--- config.mk ---
export PLATFORM = sky130hd
export DESIGN_NAME = fp_divider_flat
export DESIGN_NICKNAME = d
export VERILOG_FILES = /design/src/rtl/fp_divider_if.sv /design/src/rtl/fp_divider.sv /design/src/flat_wrapper.sv
export SDC_FILE = /design/constraint.sdc
export NUM_CORES = 1
export LEC_CHECK = 0
export ABC_AREA = 1
export CELL_PAD_IN_SITES_DETAIL_PLACEMENT = 1
export CELL_PAD_IN_SITES_GLOBAL_PLACEMENT = 1
export CORE_MARGIN = 2
export CORE_UTILIZATION = 44
export DETAILED_ROUTE_END_ITERATION = 12
export GPL_TIMING_DRIVEN = 1
export MAX_ROUTING_LAYER = met4
export PLACE_DENSITY = 0.91
export SLEW_MARGIN = 15
export SYNTH_ARGS = -nofsm -noshare
export SYNTH_HDL_FRONTEND = slang
export SYNTH_SLANG_ARGS = --single-unit
--- constraint.sdc ---
create_clock -name clk -period 3.56 [get_ports clk]
set_clock_uncertainty 0.05 [all_clocks]
set_input_delay 0.356 -clock clk [delete_from_list [all_inputs] [get_ports clk]]
set_output_delay 0.356 -clock clk [all_outputs]
set_load 0.01 [all_outputs]
--- src/rtl/fp_divider_if.sv ---
// Start/done handshake bundle for the sequential floating-point divider.
//   start : request from the master, sampled by the divider only while idle
//   A, B  : dividend and divisor, captured on the accepted start edge
//   out   : quotient, held from a done pulse until the next one
//   done  : one-cycle pulse marking out as freshly valid
//   busy  : divider is working (cycle after accept through the done cycle)
// Parameter X selects binary32 (32) or binary64 (64) operands.
interface fp_divider_if #(
  parameter int X = 32
);
  logic         start;
  logic [X-1:0] A;
  logic [X-1:0] B;
  logic [X-1:0] out;
  logic         done;
  logic         busy;

  modport master (
    output start, A, B,
    input  out, done, busy
  );

  modport slave (
    input  start, A, B,
    output out, done, busy
  );
endinterface

--- src/rtl/fp_divider.sv ---
// Sequential IEEE-754 divider, out = A / B, companion to the FPU multiplier.
// A radix-2 restoring mantissa divider is stepped by an FSM
// IDLE -> CHECK -> DIVIDE -> PACK -> IDLE, one quotient bit per cycle.
// Special operands (NaN, inf, zero, denormal-as-zero) resolve in CHECK.
// The result is truncated (round toward zero); overflow saturates to
// infinity and underflow flushes to signed zero.
// Ports:
//   clk : rising-edge clock
//   rst : synchronous active-high reset, overrides everything (aborts an op)
//   bus : fp_divider_if slave side (start, A, B in; out, done, busy out)
module fp_divider #(
  parameter int X = 32
) (
  input  logic     clk,
  input  logic     rst,
  fp_divider_if.slave bus
);

  localparam int EW = (X == 32) ? 8 : 11;
  localparam int MW = (X == 32) ? 23 : 52;
  localparam int CW = $clog2(MW + 2);

  localparam logic [EW-1:0]        EXP_ONES = '1;
  localparam logic signed [EW+1:0] BIAS_E   = (EW+2)'((1 << (EW - 1)) - 1);
  localparam logic signed [EW+1:0] EXP_MAX  = (EW+2)'((1 << EW) - 1);
  localparam logic signed [EW+1:0] E_ONE    = (EW+2)'(1);
  localparam logic signed [EW+1:0] E_ZERO   = '0;
  localparam logic [CW-1:0]        CNT_LAST = CW'(MW + 1);
  localparam logic [X-1:0]         QNAN     = {1'b0, EXP_ONES, 1'b1, {(MW-1){1'b0}}};

  typedef enum logic [1:0] {
    IDLE,
    CHECK,
    DIVIDE,
    PACK
  } state_t;

  state_t                 state, state_nxt;
  logic [X-1:0]           a_lat, a_nxt;
  logic [X-1:0]           b_lat, b_nxt;
  logic                   sign_r, sign_nxt;
  logic [MW+1:0]          r_lat, r_nxt;
  logic [MW:0]            d_lat, d_nxt;
  logic [MW+1:0]          q_lat, q_nxt;
  logic signed [EW+1:0]   e_lat, e_nxt;
  logic [CW-1:0]          cnt, cnt_nxt;
  logic [X-1:0]           out_r, out_nxt;
  logic                   done_r, done_nxt;

  // Operand field decode of the latched operands.
  logic [EW-1:0] exp_a, exp_b;
  logic [MW-1:0] mant_a, mant_b;
  logic          zero_a, zero_b, inf_a, inf_b, nan_a, nan_b;
  logic          sign_cur;
  logic [MW+1:0] d_ext, diff;

  assign exp_a    = a_lat[X-2:MW];
  assign exp_b    = b_lat[X-2:MW];
  assign mant_a   = a_lat[MW-1:0];
  assign mant_b   = b_lat[MW-1:0];
  // Denormals count as zero: only the exponent field is inspected.
  assign zero_a   = (exp_a == '0);
  assign zero_b   = (exp_b == '0);
  assign inf_a    = (exp_a == EXP_ONES) && (mant_a == '0);
  assign inf_b    = (exp_b == EXP_ONES) && (mant_b == '0);
  assign nan_a    = (exp_a == EXP_ONES) && (mant_a != '0);
  assign nan_b    = (exp_b == EXP_ONES) && (mant_b != '0);
  assign sign_cur = a_lat[X-1] ^ b_lat[X-1];
  assign d_ext    = {1'b0, d_lat};
  assign diff     = r_lat - d_ext;

  // Normalise the quotient (which lies in (0.5, 2)), truncate, and
  // saturate the exponent to infinity or flush it to zero.
  function automatic logic [X-1:0] pack_result(
    input logic                 sgn,
    input logic signed [EW+1:0] e_in,
    input logic [MW+1:0]        q_in
  );
    logic signed [EW+1:0] e_adj;
    logic [MW-1:0]        mant;
    if (q_in[MW+1]) begin
      mant  = q_in[MW:1];
      e_adj = e_in;
    end else begin
      mant  = q_in[MW-1:0];
      e_adj = e_in - E_ONE;
    end
    if (e_adj >= EXP_MAX)
      pack_result = {sgn, EXP_ONES, {MW{1'b0}}};
    else if (e_adj <= E_ZERO)
      pack_result = {sgn, {(X-1){1'b0}}};
    else
      pack_result = {sgn, e_adj[EW-1:0], mant};
  endfunction

  always_comb begin
    state_nxt = state;
    a_nxt     = a_lat;
    b_nxt     = b_lat;
    sign_nxt  = sign_r;
    r_nxt     = r_lat;
    d_nxt     = d_lat;
    q_nxt     = q_lat;
    e_nxt     = e_lat;
    cnt_nxt   = cnt;
    out_nxt   = out_r;
    done_nxt  = 1'b0;
    case (state)
      IDLE: begin
        if (bus.start) begin
          a_nxt     = bus.A;
          b_nxt     = bus.B;
          state_nxt = CHECK;
        end
      end
      CHECK: begin
        sign_nxt = sign_cur;
        if (nan_a || nan_b || (zero_a && zero_b) || (inf_a && inf_b)) begin
          out_nxt   = QNAN;
          done_nxt  = 1'b1;
          state_nxt = IDLE;
        end else if (inf_a || zero_b) begin
          out_nxt   = {sign_cur, EXP_ONES, {MW{1'b0}}};
          done_nxt  = 1'b1;
          state_nxt = IDLE;
        end else if (zero_a || inf_b) begin
          out_nxt   = {sign_cur, {(X-1){1'b0}}};
          done_nxt  = 1'b1;
          state_nxt = IDLE;
        end else begin
          r_nxt     = {2'b01, mant_a};
          d_nxt     = {1'b1, mant_b};
          q_nxt     = '0;
          cnt_nxt   = '0;
          e_nxt     = $signed({2'b00, exp_a}) - $signed({2'b00, exp_b}) + BIAS_E;
          state_nxt = DIVIDE;
        end
      end
      DIVIDE: begin
        // Remainder stays below D, so the shifted value fits in MW+2 bits.
        if (r_lat >= d_ext) begin
          q_nxt = {q_lat[MW:0], 1'b1};
          r_nxt = {diff[MW:0], 1'b0};
        end else begin
          q_nxt = {q_lat[MW:0], 1'b0};
          r_nxt = {r_lat[MW:0], 1'b0};
        end
        cnt_nxt = cnt + CW'(1);
        if (cnt == CNT_LAST)
          state_nxt = PACK;
      end
      PACK: begin
        out_nxt   = pack_result(sign_r, e_lat, q_lat);
        done_nxt  = 1'b1;
        state_nxt = IDLE;
      end
      default: state_nxt = IDLE;
    endcase
  end

  always_ff @(posedge clk) begin
    if (rst) begin
      state  <= IDLE;
      a_lat  <= '0;
      b_lat  <= '0;
      sign_r <= 1'b0;
      r_lat  <= '0;
      d_lat  <= '0;
      q_lat  <= '0;
      e_lat  <= '0;
      cnt    <= '0;
      out_r  <= '0;
      done_r <= 1'b0;
    end else begin
      state  <= state_nxt;
      a_lat  <= a_nxt;
      b_lat  <= b_nxt;
      sign_r <= sign_nxt;
      r_lat  <= r_nxt;
      d_lat  <= d_nxt;
      q_lat  <= q_nxt;
      e_lat  <= e_nxt;
      cnt    <= cnt_nxt;
      out_r  <= out_nxt;
      done_r <= done_nxt;
    end
  end

  assign bus.out  = out_r;
  assign bus.done = done_r;
  // The done cycle is already back in IDLE but still counts as busy.
  assign bus.busy = (state != IDLE) || done_r;

endmodule

--- src/flat_wrapper.sv ---
// flat-port wrapper written by rule: the top's interface ports become plain ports
module fp_divider_flat 
#(
  parameter int X = 32
)
  (clk, rst, bus_start, bus_A, bus_B, bus_out, bus_done, bus_busy);
  fp_divider_if #(.X(X)) bus_i ();
  input  logic clk;
  input  logic rst;
  input wire logic [$bits(bus_i.start)-1:0] bus_start;
  input wire logic [$bits(bus_i.A)-1:0] bus_A;
  input wire logic [$bits(bus_i.B)-1:0] bus_B;
  output wire logic [$bits(bus_i.out)-1:0] bus_out;
  output wire logic [$bits(bus_i.done)-1:0] bus_done;
  output wire logic [$bits(bus_i.busy)-1:0] bus_busy;
  assign bus_i.start = bus_start;
  assign bus_i.A = bus_A;
  assign bus_i.B = bus_B;
  assign bus_out = bus_i.out;
  assign bus_done = bus_i.done;
  assign bus_busy = bus_i.busy;
  fp_divider #(.X(X)) u_core (.clk(clk), .rst(rst), .bus(bus_i));
endmodule
# Word level (Yosys, flattened, before mapping)
# Index checks and enable logic that the tools add are counted.
dict set report word_totals {
  reg_bits 189
  input_bits 67
  out_inout_bits 34
  elab_cells 95
}
dict set report op_classes {
  n_addsub 5
  n_lt_le_gt_ge 3
  eq_ne 12
  muxes 33
  bitwise 4
  n_reduce_logical 27
}
# cell count
set op_table {}
lappend op_table {{2-to-1 mux 25 bit} 7}
lappend op_table {{case mux 25 bit (2 select lines)} 2}
lappend op_table {{2-to-1 mux 32 bit} 3}
lappend op_table {{case mux 32 bit (2 select lines)} 1}
lappend op_table {{2-to-1 mux 31 bit} 2}
lappend op_table {{zero test 23 bit} 2}
lappend op_table {{nonzero test 23 bit} 2}
lappend op_table {{greater-or-equal comparator 25 x 24 -> 1 bit} 1}
lappend op_table {{subtractor 24 bit} 1}
lappend op_table {{2-to-1 mux 23 bit} 1}
lappend op_table {{2-to-1 mux 10 bit} 2}
lappend op_table {{equality test 8 bit, second input constant} 2}
lappend op_table {{zero test 8 bit} 2}
lappend op_table {{2-to-1 mux 5 bit} 3}
lappend op_table {{adder 10 x 8 -> 10 bit, second input constant} 1}
lappend op_table {{greater-or-equal comparator 10 x 9 -> 1 bit, second input constant} 1}
lappend op_table {{<= comparator 10 x 1 -> 1 bit, second input constant} 1}
lappend op_table {{2-to-1 mux 2 bit} 5}
lappend op_table {{case mux 5 bit (2 select lines)} 1}
lappend op_table {{subtractor 10 x 2 -> 10 bit, second input constant} 1}
lappend op_table {{subtractor 8 x 8 -> 9 bit} 1}
lappend op_table {{!= test 2 bit, second input constant} 4}
lappend op_table {{case mux 2 bit (4 select lines)} 1}
lappend op_table {{AND reduction 4 bit} 2}
lappend op_table {{15 further kinds} 35}

# Longest topological paths before layout
# Gate-level depths: netlist of the first run.
dict set report depth {
  ltp_word 7
  ltp_mapped 16
  depth_no_buf 16
}

# Worst setup path before layout of the first run
# OpenSTA, ideal clock, no wires.
dict set report synth_timing {
  path_type {register to register}
  startpoint {reg u_core.a_lat[23]}
  endpoint {reg u_core.e_lat[8]}
  setup_ps 115
  arrival_time_ps 1951
  t_required_ps 3395
  slack_ps 1444
  stages_incl_launch_ff 15
  n_path_buf 0
  synth_period_minus_slack_ps 2116
  cell_sequence {dfxtp_1 -> inv_1 -> ha_1 -> inv_1 -> fa_1 -> inv_1 -> ha_1 -> inv_1 -> nor2_1 -> nand2_1 -> nor2_1 -> nand3_1 -> nand3_1 -> nand2_1 -> o21a_1}
}
dict set report synth_between {
  elab_chain_cells 7
  elab_cells_between_ends 17
  classes_between {add/sub: 2; eq/ne: 1; bitwise: 3; reduce/logical: 11}
}
# item line
set synth_lines {}
lappend synth_lines {{start: declaration} fp_divider.sv:39} ;# logic [X-1:0] a_lat, a_nxt;
lappend synth_lines {{start signal: assignment} fp_divider.sv:176} ;# a_lat <= a_nxt;
lappend synth_lines {{parallel branches: the longest is 7 deep, another holds adder 10 x 8 -> 10 bit} --}
lappend synth_lines {{end signal: assignment} fp_divider.sv:182} ;# e_lat <= e_nxt;
lappend synth_lines {{end: declaration} fp_divider.sv:45} ;# logic signed [EW+1:0] e_lat, e_nxt;
# Several ways; the timed one is not identified.
# A chain may end at the register's enable or synchronous reset.

# Worst setup path after layout of the first run
dict set report layout_timing {
  startpoint {reg u_core.b_lat[6]}
  endpoint {reg u_core.d_lat[7]}
}
dict set report layout_between {
  elab_chain_cells 7
  elab_cells_between_ends 12
  classes_between {bitwise: 2; reduce/logical: 10}
}
# item line
set layout_lines {}
lappend layout_lines {{start: declaration} fp_divider.sv:40} ;# logic [X-1:0] b_lat, b_nxt;
lappend layout_lines {{start signal: assignment} fp_divider.sv:177} ;# b_lat <= b_nxt;
lappend layout_lines {{nonzero test 23 bit} fp_divider.sv:67} ;# assign nan_b = (exp_b == EXP_ONES) && (mant_b != '0);
lappend layout_lines {{logical AND 1 bit} fp_divider.sv:67}
lappend layout_lines {{logical OR 1 bit (3 in a row)} fp_divider.sv:118} ;# if (nan_a || nan_b || (zero_a && zero_b) || (inf_a && inf_b)) begin
lappend layout_lines {{inverter 1 bit (no line)} --}
lappend layout_lines {{AND reduction 4 bit (no line) *} --}
lappend layout_lines {{end signal: assignment} fp_divider.sv:180} ;# d_lat <= d_nxt;
lappend layout_lines {{end: declaration} fp_divider.sv:43} ;# logic [MW:0] d_lat, d_nxt;
# Every way passes the cells marked *; elsewhere a longest branch is shown, timed or not.

==> results of run 1 <==
==> cell usage after synthesis (9+ instances only) <==
library cell | n | share of area
nand3b_1 | 15 | 0.010
nand3_1 | 122 | 0.057
nand4_1 | 37 | 0.022
dfxtp_1 | 189 | 0.35
ha_1 | 36 | 0.042
nor2_1 | 249 | 0.087
nor3_1 | 10 | 0.0047
buf_2 | 14 | 0.0065
clkbuf_1 | 41 | 0.014
nand3_2 | 11 | 0.010
xor2_1 | 9 | 0.0073
inv_1 | 171 | 0.060
nand2_1 | 423 | 0.15
o21ai_0 | 121 | 0.056
buf_4 | 10 | 0.0070
a21oi_1 | 141 | 0.066
==> worst paths after layout <==
path / startpoint / endpoint / slack [ns]
setup / recovery: u_core.b_lat[6] / u_core.d_lat[7] / 0.57
hold / removal: u_core.bus.out[8] / u_core.bus.out[8] / 0.41
setup reg to reg: u_core.b_lat[6] / u_core.d_lat[7] / 0.57
hold reg to reg: u_core.bus.out[8] / u_core.bus.out[8] / 0.41
==> tightest hold or removal path, stage by stage (launching register included) <==
cell	delay, ns
dfxtp_1	0.32
nand2_1	0.06
a21oi_1	0.05
==> final cells by class <==
type | instances | area share
antenna | 1 | 0.000200
tap | 324 | 0.0325
clock buffer | 17 | 0.0341
sequential | 189 | 0.303
timing repair buffer | 114 | 0.0892
multi-input combinational | 1225 | 0.474
clock inverter | 14 | 0.0140
inverter | 178 | 0.0535
==> power breakdown <==
| part | internal [mW] | switching [mW] | total, mW | leakage [nW] |
|---|---|---|---|---|
| registers | 2.34 | 0.176 | 2.52 | 1.55 |
| logic | 1.33 | 2.82 | 4.14 | 3.80 |
| clock network | 0.948 | 0.994 | 1.94 | 0.290 |
| total | 4.62 | 3.99 | 8.60 | 5.64 |
==> sequential cells by signal (all words and copies together), names as in the netlist, named ones only <==
signal           cells
u_core.r_lat        25
u_core.b_lat        32
u_core.state         1
u_core.a_lat        32
u_core.bus.out      32
u_core.cnt           5
u_core.e_lat        10
u_core.d_lat        24
u_core.q_lat        25
u_core.bus.done      1
u_core.sign_r        1
==> cells in the final DEF, fill, tap and decap left out, types with 2 or more instances in the layout <==
cell type / count
nand3_2: 11
nor2_1: 248
a21oi_1: 141
o21ai_1: 4
or2_2: 4
nand3_4: 2
nor2_4: 2
a21o_1: 3
clkbuf_16: 17
nand4_1: 37
ha_1: 36
clkinv_8: 6
o21bai_1: 6
nor2_2: 8
nand2_1: 422
dfxtp_1: 189
buf_4: 13
o21a_1: 2
xor2_1: 9
inv_8: 3
nand3_1: 122
nand3b_1: 15
clkdlybuf4s50_1: 99
inv_6: 2
inv_1: 170
inv_2: 8
xnor2_1: 8
nor3_1: 10
nand2_2: 4
clkinv_4: 3
fa_1: 2
o21ai_0: 121
==> kinds of logic (layout without fill, tap and decap cells) <==
kind of cell               Yosys count  count (layout)  synth area share
adders and majority gates           38              38            0.0457
and+or+nand+nor                    889             889             0.356
AOI/OAI and AO/OA                  281             281             0.135
xor gates and xnor gates            17              17            0.0139
other                                0               1                 0
buffers and inverters              255             323            0.0971
DFF                                189             189             0.352
==> through the flow <==
stage | util | cell area, um2 | hold WS (ns) | power, mW | cells
after global routing | 0.518 | 12500 | 0.435 | 9.21 | 2062
after detailed placement | 0.493 | 11900 | 0.403 | 6.53 | 2030
after floorplan | - | 10700 | 0.385 | 5.47 | 1669
final | 0.518 | 12500 | 0.414 | 8.60 | 2062
after CTS | 0.518 | 12500 | 0.417 | 8.56 | 2061
after global placement | 0.493 | 11900 | 0.396 | 6.36 | 2030
==> layer usage <==
layer | GRT usage | vias up | wire [um]
met3 | 0.0465 | 78 | 1540
li1 | - | 5472 | -
met4 | 0.109 | 0 | 1000
met1 | 0.366 | 5460 | 16300
met5 | - | - | 0
met2 | 0.488 | 291 | 17400
==> flow_summary.json, run 1 <==
{
  "cp.arrival_ns": 3.25,
  "port_buffers": 100,
  "drtIter0Drc": 810,
  "end_kind": "register",
  "cts_tree": "done",
  "grt_usage": 0.295,
  "cpMaxStageDelayCell": "o21ai_0",
  "tns_ns": 0,
  "grt_pass1_wl_mm": 59.9,
  "dpl.hpwl_mm": 25.6,
  "register_area_um2": 3780,
  "maxSlewViolCount": 0,
  "clk_pin_slew_ns": 0.09,
  "post_cts_buffers": 0,
  "die_x_um": 160,
  "cp_num_buf_inv": 0,
  "finalWirelength_mm": 36.3,
  "p_leak_nw": 5.64,
  "via_per_inst": 5.48,
  "synth_ff_type": "dfxtp_1",
  "fin_nets": 1830,
  "drc": 0,
  "tightest_slew_ns": 0.779,
  "p_per_area_nw_per_um2": 689,
  "worstPathRequired_ns": 3.82,
  "max_stage_delay_ns": 0.82,
  "cp_top_family": "simple AND/OR/NAND/NOR gates",
  "r2r_cells": 10,
  "rsz0062_at_grt": "false",
  "grt_remaining_overflow": 0,
  "ios": 101,
  "dp_worst_setup_slack_ns": 0.734,
  "holdBufCountCts": 0,
  "yosys_warnings": 0,
  "async_flop_share": 0,
  "max_clock_freq_ghz": 0.334,
  "gp_congestion": 0.917,
  "cts_resized": 0,
  "hold_depth": 2,
  "vias": 11300,
  "antenna_found_initial": 1,
  "slew_headroom": 0.480,
  "dieArea_um2": 25700,
  "synth-edff-count": 0,
  "wire_per_inst_um": 17.6,
  "numCtsBuffers": 17,
  "vdd_drop_max_mv": 0.366,
  "htreeDepth": 4,
  "ys_seq_elements": 189,
  "initial_core_util": 0.445,
  "path_max_fanout": 51,
  "std_cell_rows": 57,
  "cts_sinks": 189,
  "clockBufferDepth": 2,
  "avgSynthCellArea_um2": 6.43,
  "timing.final.ws_setup_ns": 0.568,
  "maxCapViolCount": 0,
  "path_depth": 10,
  "drtPass1Iterations": 5,
  "syn_area_um2": 10700,
  "grt_max_degree": 66,
  "clkLatencyLatePin_ns": 0.45,
  "synthDistinctLibCells": 38,
  "worstSetupPathType": "register to register",
  "path_cells": "nor2_1 > nand2_1 > nor2_1 > nand3_1 > nand2_1 > nand3_2 > nor2_4 > nand3_4 > o21ai_0 > a21oi_1",
  "synthCells": 1669,
  "root_buffer": "clkbuf_16",
  "postRouteAntennaNets": 0,
  "outcome": "finished clean",
  "grt_pass1_vias": 11700,
  "multi_input_area_um2": 5910,
  "hold_viol_final": 0,
  "post-route-min-period_ns": 2.99,
  "drive_gt1_frac": 0.0507,
  "die_h_um": 160,
  "start_kind": "register",
  "period_share": 0.840,
  "area_growth_pct": 16.3,
  "setup_viol_count_final": 0,
  "hp-class": "register to register",
  "coreArea_um2": 24100,
  "synth_nets": 1774,
  "num-fill-cells": 3279,
  "yosysSeqAreaShare": 0.352
}
No activity file was read; power rests on OpenSTA's default activity.
==> inputs of run 2 (changes only) <==
Settings changed: CORE_UTILIZATION 44 to 41, PLACE_DENSITY 0.91 to 0.86.
Clock period 3.56 ns to 3 ns, I/O delays scaled along.
==> run 2 against run 1 <==
  * Combinational power grew 17%
  * Cell area grew 1.4%
  * Clock power grew 26%
  * Global-route usage shrank 3.7 points
  * Setup slack lost 0.16 ns
  * Critical path type unchanged
  * Largest power group unchanged
==> flow_summary.json, run 2 (synthesis results as in run 1) <==
{
  "clkLatencyLatePin_ns": 0.45,
  "wire_per_inst_um": 16.6,
  "initial_core_util": 0.414,
  "ios": 101,
  "layout_common_cells": "nand2_1 (422), nor2_1 (248), dfxtp_1 (189), inv_1 (170), a21oi_1 (141)",
  "clockBufferDepth": 2,
  "cts_resized": 0,
  "drive_gt1_frac": 0.0593,
  "p_per_area_nw_per_um2": 813,
  "slew_headroom": 0.523,
  "num_antenna_cells": 0,
  "drtPass1Iterations": 5,
  "port_buffers": 100,
  "grt_pass1_vias": 11500,
  "min_from": "u_core.bus.out[19]",
  "grt_max_degree": 69,
  "setup_viol_count_final": 0,
  "dieArea_um2": 27500,
  "grt_remaining_overflow": 0,
  "hold_end": "u_core.bus.out[19]",
  "die_x_um": 166,
  "post-route-min-period_ns": 2.59,
  "p_leak_nw": 5.73,
  "hold_depth": 2,
  "drc": 0,
  "rr_startpoint": "u_core.d_lat[14]",
  "finalWirelength_mm": 34.6,
  "instances_no_fill": 2088,
  "maxSlewViolCount": 0,
  "htreeDepth": 4,
  "rsz0062_at_grt": "false",
  "r2r-end": "u_core.r_lat[23]",
  "tightest_slew_ns": 0.715,
  "drtIter0Drc": 675,
  "cts_tree": "done",
  "final_common_cell": "nand2_1",
  "r2r_setup_slack_ns": 0.41,
  "postRouteAntennaNets": 0,
  "grt_usage": 0.258,
  "numCtsBuffers": 17,
  "timing.final.ws_setup_ns": 0.411,
  "end_kind": "register",
  "worstPathRequired_ns": 3.33,
  "tns_ns": 0,
  "clk_pin_slew_ns": 0.09,
  "power.total_mw": 10.3,
  "grt_pass1_wl_mm": 56.9,
  "via_per_inst": 5.30,
  "die_h_um": 166,
  "period_share": 0.863,
  "fin_nets": 1845,
  "coreArea_um2": 25900,
  "holdBufCountCts": 0,
  "post_cts_buffers": 0,
  "dp.cells": 2056,
  "max_clock_freq_ghz": 0.386,
  "gp_congestion": 0.903,
  "vdd_drop_max_mv": 0.365,
  "vias": 11100,
  "dpl.hpwl_mm": 25.5,
  "dp_worst_setup_slack_ns": 0.459,
  "area_growth_pct": 17.9,
  "cp.arrival_ns": 2.92,
  "root_buffer": "clkbuf_16",
  "maxCapViolCount": 0,
  "hold_viol_final": 0,
  "outcome": "finished clean",
  "antenna_found_initial": 0,
  "worstSetupPathType": "register to register",
  "path_max_fanout": 21,
  "start_kind": "register",
  "std_cell_rows": 59,
  "hp-class": "register to register",
  "r2r_cells": 15,
  "cts_sinks": 189
}
## run 2: metrics by stage
stage | instance area [um2] | hold slack (ns) | utilization
2_1_floorplan | 10700 | 0.385 | -
3_3_place_gp | 12000 | 0.392 | 0.464
3_5_place_dp | 12000 | 0.405 | 0.464
4_1_cts | 12700 | 0.387 | 0.488
5_1_grt | 12700 | 0.427 | 0.488
6_report | 12700 | 0.414 | 0.488
## run 2: critical path: stages (launching register included)
cell and delay, ns:
dfxtp_1 0.33, inv_1 0.08, ha_1 0.41, nand2_1 0.10, nand2_1 0.09, nand2_1 0.07
nand2_1 0.07, inv_1 0.07, nand2_1 0.10, a21oi_4 0.19, nand3_4 0.29, nand2_1 0.30
o21ai_1 0.10, o21ai_1 0.11, inv_1 0.06, nor2_1 0.10
## run 2: worst max-delay path by stage
stage | from | endpoint | depth (start not counted)
floorplan | u_core.a_lat[23] | u_core.e_lat[8] | 14
global placement | u_core.d_lat[18] | u_core.r_lat[18] | 14
detailed placement | u_core.d_lat[18] | u_core.r_lat[19] | 12
CTS | u_core.d_lat[8] | u_core.r_lat[19] | 14
global route | u_core.d_lat[16] | u_core.r_lat[23] | 13
finish | u_core.d_lat[14] | u_core.r_lat[23] | 15
## run 2: final cells by class
| type | instances | area, um2 |
|---|---|---|
| inverter | 178 | 668 |
| multi-input combinational | 1225 | 5920 |
| clock buffer | 18 | 439 |
| clock inverter | 14 | 189 |
| fill | 3402 | 13300 |
| sequential | 189 | 3780 |
| tap | 335 | 419 |
| timing repair buffer | 129 | 1240 |
## run 2: metal layers
| layer | GRT usage | vias up | part of all wire |
|---|---|---|---|
| li1 | - | 5484 | - |
| met1 | 0.323 | 5300 | 0.46 |
| met2 | 0.432 | 235 | 0.47 |
| met3 | 0.0400 | 55 | 0.044 |
| met4 | 0.0752 | 0 | 0.023 |
| met5 | - | - | 0 |
## run 2: where the power goes
part / internal, mW / switching [mW] / leakage [nW] / total (mW)
Combinational: 1.61 / 3.25 / 3.88 / 4.86
Sequential: 2.78 / 0.192 / 1.55 / 2.97
Clock: 1.24 / 1.21 / 0.306 / 2.45
==> inputs of run 3 (changes only) <==
Settings changed: CELL_PAD_IN_SITES_DETAIL_PLACEMENT 1 to default, CELL_PAD_IN_SITES_GLOBAL_PLACEMENT 1 to default, CORE_UTILIZATION 41 to 55, PLACE_DENSITY 0.86 to 0.83.
==> run 3 against run 2 <==
  * Register-to-register slack got worse by 0.14 ns
  * Maximum frequency is 5.2% lower
  * First-iteration DRC count up 56%
  * Cell area down 1.7%
  * Setup slack got worse by 0.14 ns
  * Sequential share of layout area up 0.50 points
  * Critical path depth fell by 6
  * Combinational power down 4.5%
  * Cell count decreased by 3.9%
  * Core utilization grew 16 points
==> flow_summary.json, run 3 (synthesis results as in run 1) <==
{
  "post_cts_buffers": 0,
  "holdBufCountCts": 0,
  "via_per_inst": 5.41,
  "fin_nets": 1833,
  "postRouteAntennaNets": 0,
  "multi_input_area_um2": 5910,
  "num-fill-cells": 1730,
  "worstSetupPathType": "register to register",
  "cts_resized": 0,
  "initial_core_util": 0.555,
  "drive_gt1_frac": 0.0523,
  "htreeDepth": 4,
  "stdcell_area_um2": 12400,
  "grt_pass1_wl_mm": 47.1,
  "vdd_drop_max_mv": 0.581,
  "clkLatencyLatePin_ns": 0.44,
  "maxCapViolCount": 0,
  "hp-class": "input pin to register",
  "power_switching_mw": 4.34,
  "drtPass1Iterations": 5,
  "p_int_mw": 5.57,
  "start_kind": "register",
  "slew_headroom": 0.526,
  "hold_end": "u_core.b_lat[31]",
  "std_cell_rows": 51,
  "instances_no_fill": 2006,
  "drtIter0Drc": 1052,
  "area_growth_pct": 16.0,
  "tightest_slew_ns": 0.711,
  "gp_congestion": 0.992,
  "numCtsBuffers": 17,
  "r2r_cells": 9,
  "cp-startpoint": "u_core.state[0]",
  "setup_viol_count_final": 0,
  "path_max_fanout": 59,
  "die_h_um": 144,
  "ios": 101,
  "vias": 10900,
  "root_buffer": "clkbuf_16",
  "maxSlewViolCount": 0,
  "max_clock_freq_ghz": 0.366,
  "wire_per_inst_um": 14.2,
  "final_common_cell": "nand2_1",
  "seqPwrFrac": 0.299,
  "p_comb_frac": 0.468,
  "netSwitchingFraction": 0.438,
  "rr_startpoint": "u_core.state[0]",
  "port_buffers": 100,
  "final_core_util": 0.644,
  "r2r_setup_slack_ns": 0.27,
  "grt_usage": 0.291,
  "dieArea_um2": 20600,
  "layout_common_cells": "nand2_1 (422), nor2_1 (248), dfxtp_1 (189), inv_1 (170), a21oi_1 (141)",
  "cp.arrival_ns": 3.06,
  "cts_tree": "done",
  "die_x_um": 144,
  "dp_worst_setup_slack_ns": 0.352,
  "drc": 0,
  "post-route-min-period_ns": 2.73,
  "worstPathRequired_ns": 3.33,
  "dp.cells": 1974,
  "antenna_found_initial": 0,
  "power.clock.fraction": 0.233,
  "end_kind": "register",
  "finalWirelength_mm": 28.5,
  "hold_depth": 4,
  "p_leak_nw": 5.65,
  "num_antenna_cells": 0,
  "outcome": "finished clean",
  "grt_max_degree": 81,
  "coreArea_um2": 19300,
  "r2r-end": "u_core.r_lat[10]",
  "timing.final.ws_setup_ns": 0.270,
  "placed_cell_area_um2": 11800,
  "power.total_mw": 9.90,
  "min_from": "rst",
  "rsz0062_at_grt": "false",
  "clk_pin_slew_ns": 0.08,
  "p_per_area_nw_per_um2": 796,
  "cts_sinks": 189,
  "tns_ns": 0,
  "grt_pass1_vias": 9947,
  "hold_viol_final": 0,
  "grt_remaining_overflow": 0,
  "register_area_um2": 3780,
  "period_share": 0.910,
  "dpl.hpwl_mm": 20.7,
  "fin_hold_ws_ns": 0.397,
  "clockBufferDepth": 2
}
==> run 3: changes by cell type in the layout (fill, tap and decap cells not counted), sizes merged <==
cell and change:
clkinv -1, buf -12, clkinvlp +1
==> run 3: cell type report <==
| cell class | instances | share of cell area |
|---|---|---|
| Clock buffer | 18 | 0.0345 |
| Clock inverter | 14 | 0.0139 |
| Inverter | 178 | 0.0537 |
| Multi-Input combinational cell | 1225 | 0.475 |
| Sequential cell | 189 | 0.304 |
| Tap cell | 265 | 0.0266 |
| Timing Repair Buffer | 117 | 0.0923 |
==> run 3: worst max-delay path by stage <==
stage	end	depth (start not counted)
floorplan	u_core.e_lat[8]	14
detailed placement	u_core.r_lat[1]	10
global placement	u_core.r_lat[3]	11
CTS	u_core.r_lat[1]	10
global route	u_core.q_lat[21]	9
finish	u_core.r_lat[10]	9
==> run 3: worst max-delay path: stages, from the launching register on <==
cell and delay, ns:
dfxtp_1 0.64, inv_1 0.12, nor2_1 0.18, inv_1 0.09, nor2_1 0.35, nand3_4 0.36
buf_4 0.48, nand3b_1 0.19, nand2_1 0.07, nor2_1 0.12
==> run 3: power by group through the flow <==
stage	registers [mW]	logic (mW)	clock network [mW]
2_1_floorplan	2.97	3.52	0
3_3_place_gp	3.00	4.41	0
3_5_place_dp	3.02	4.51	0
4_1_cts	2.96	4.55	2.31
5_1_grt	3.00	5.23	2.41
6_report	2.96	4.64	2.30
==> run 3: metal layers <==
layer	up-vias	track usage	wire length, um
met4	0	0.0908	671
met3	68	0.0433	1890
met2	401	0.459	13000
li1	5467	-	-
met5	-	-	0
met1	4922	0.386	13000
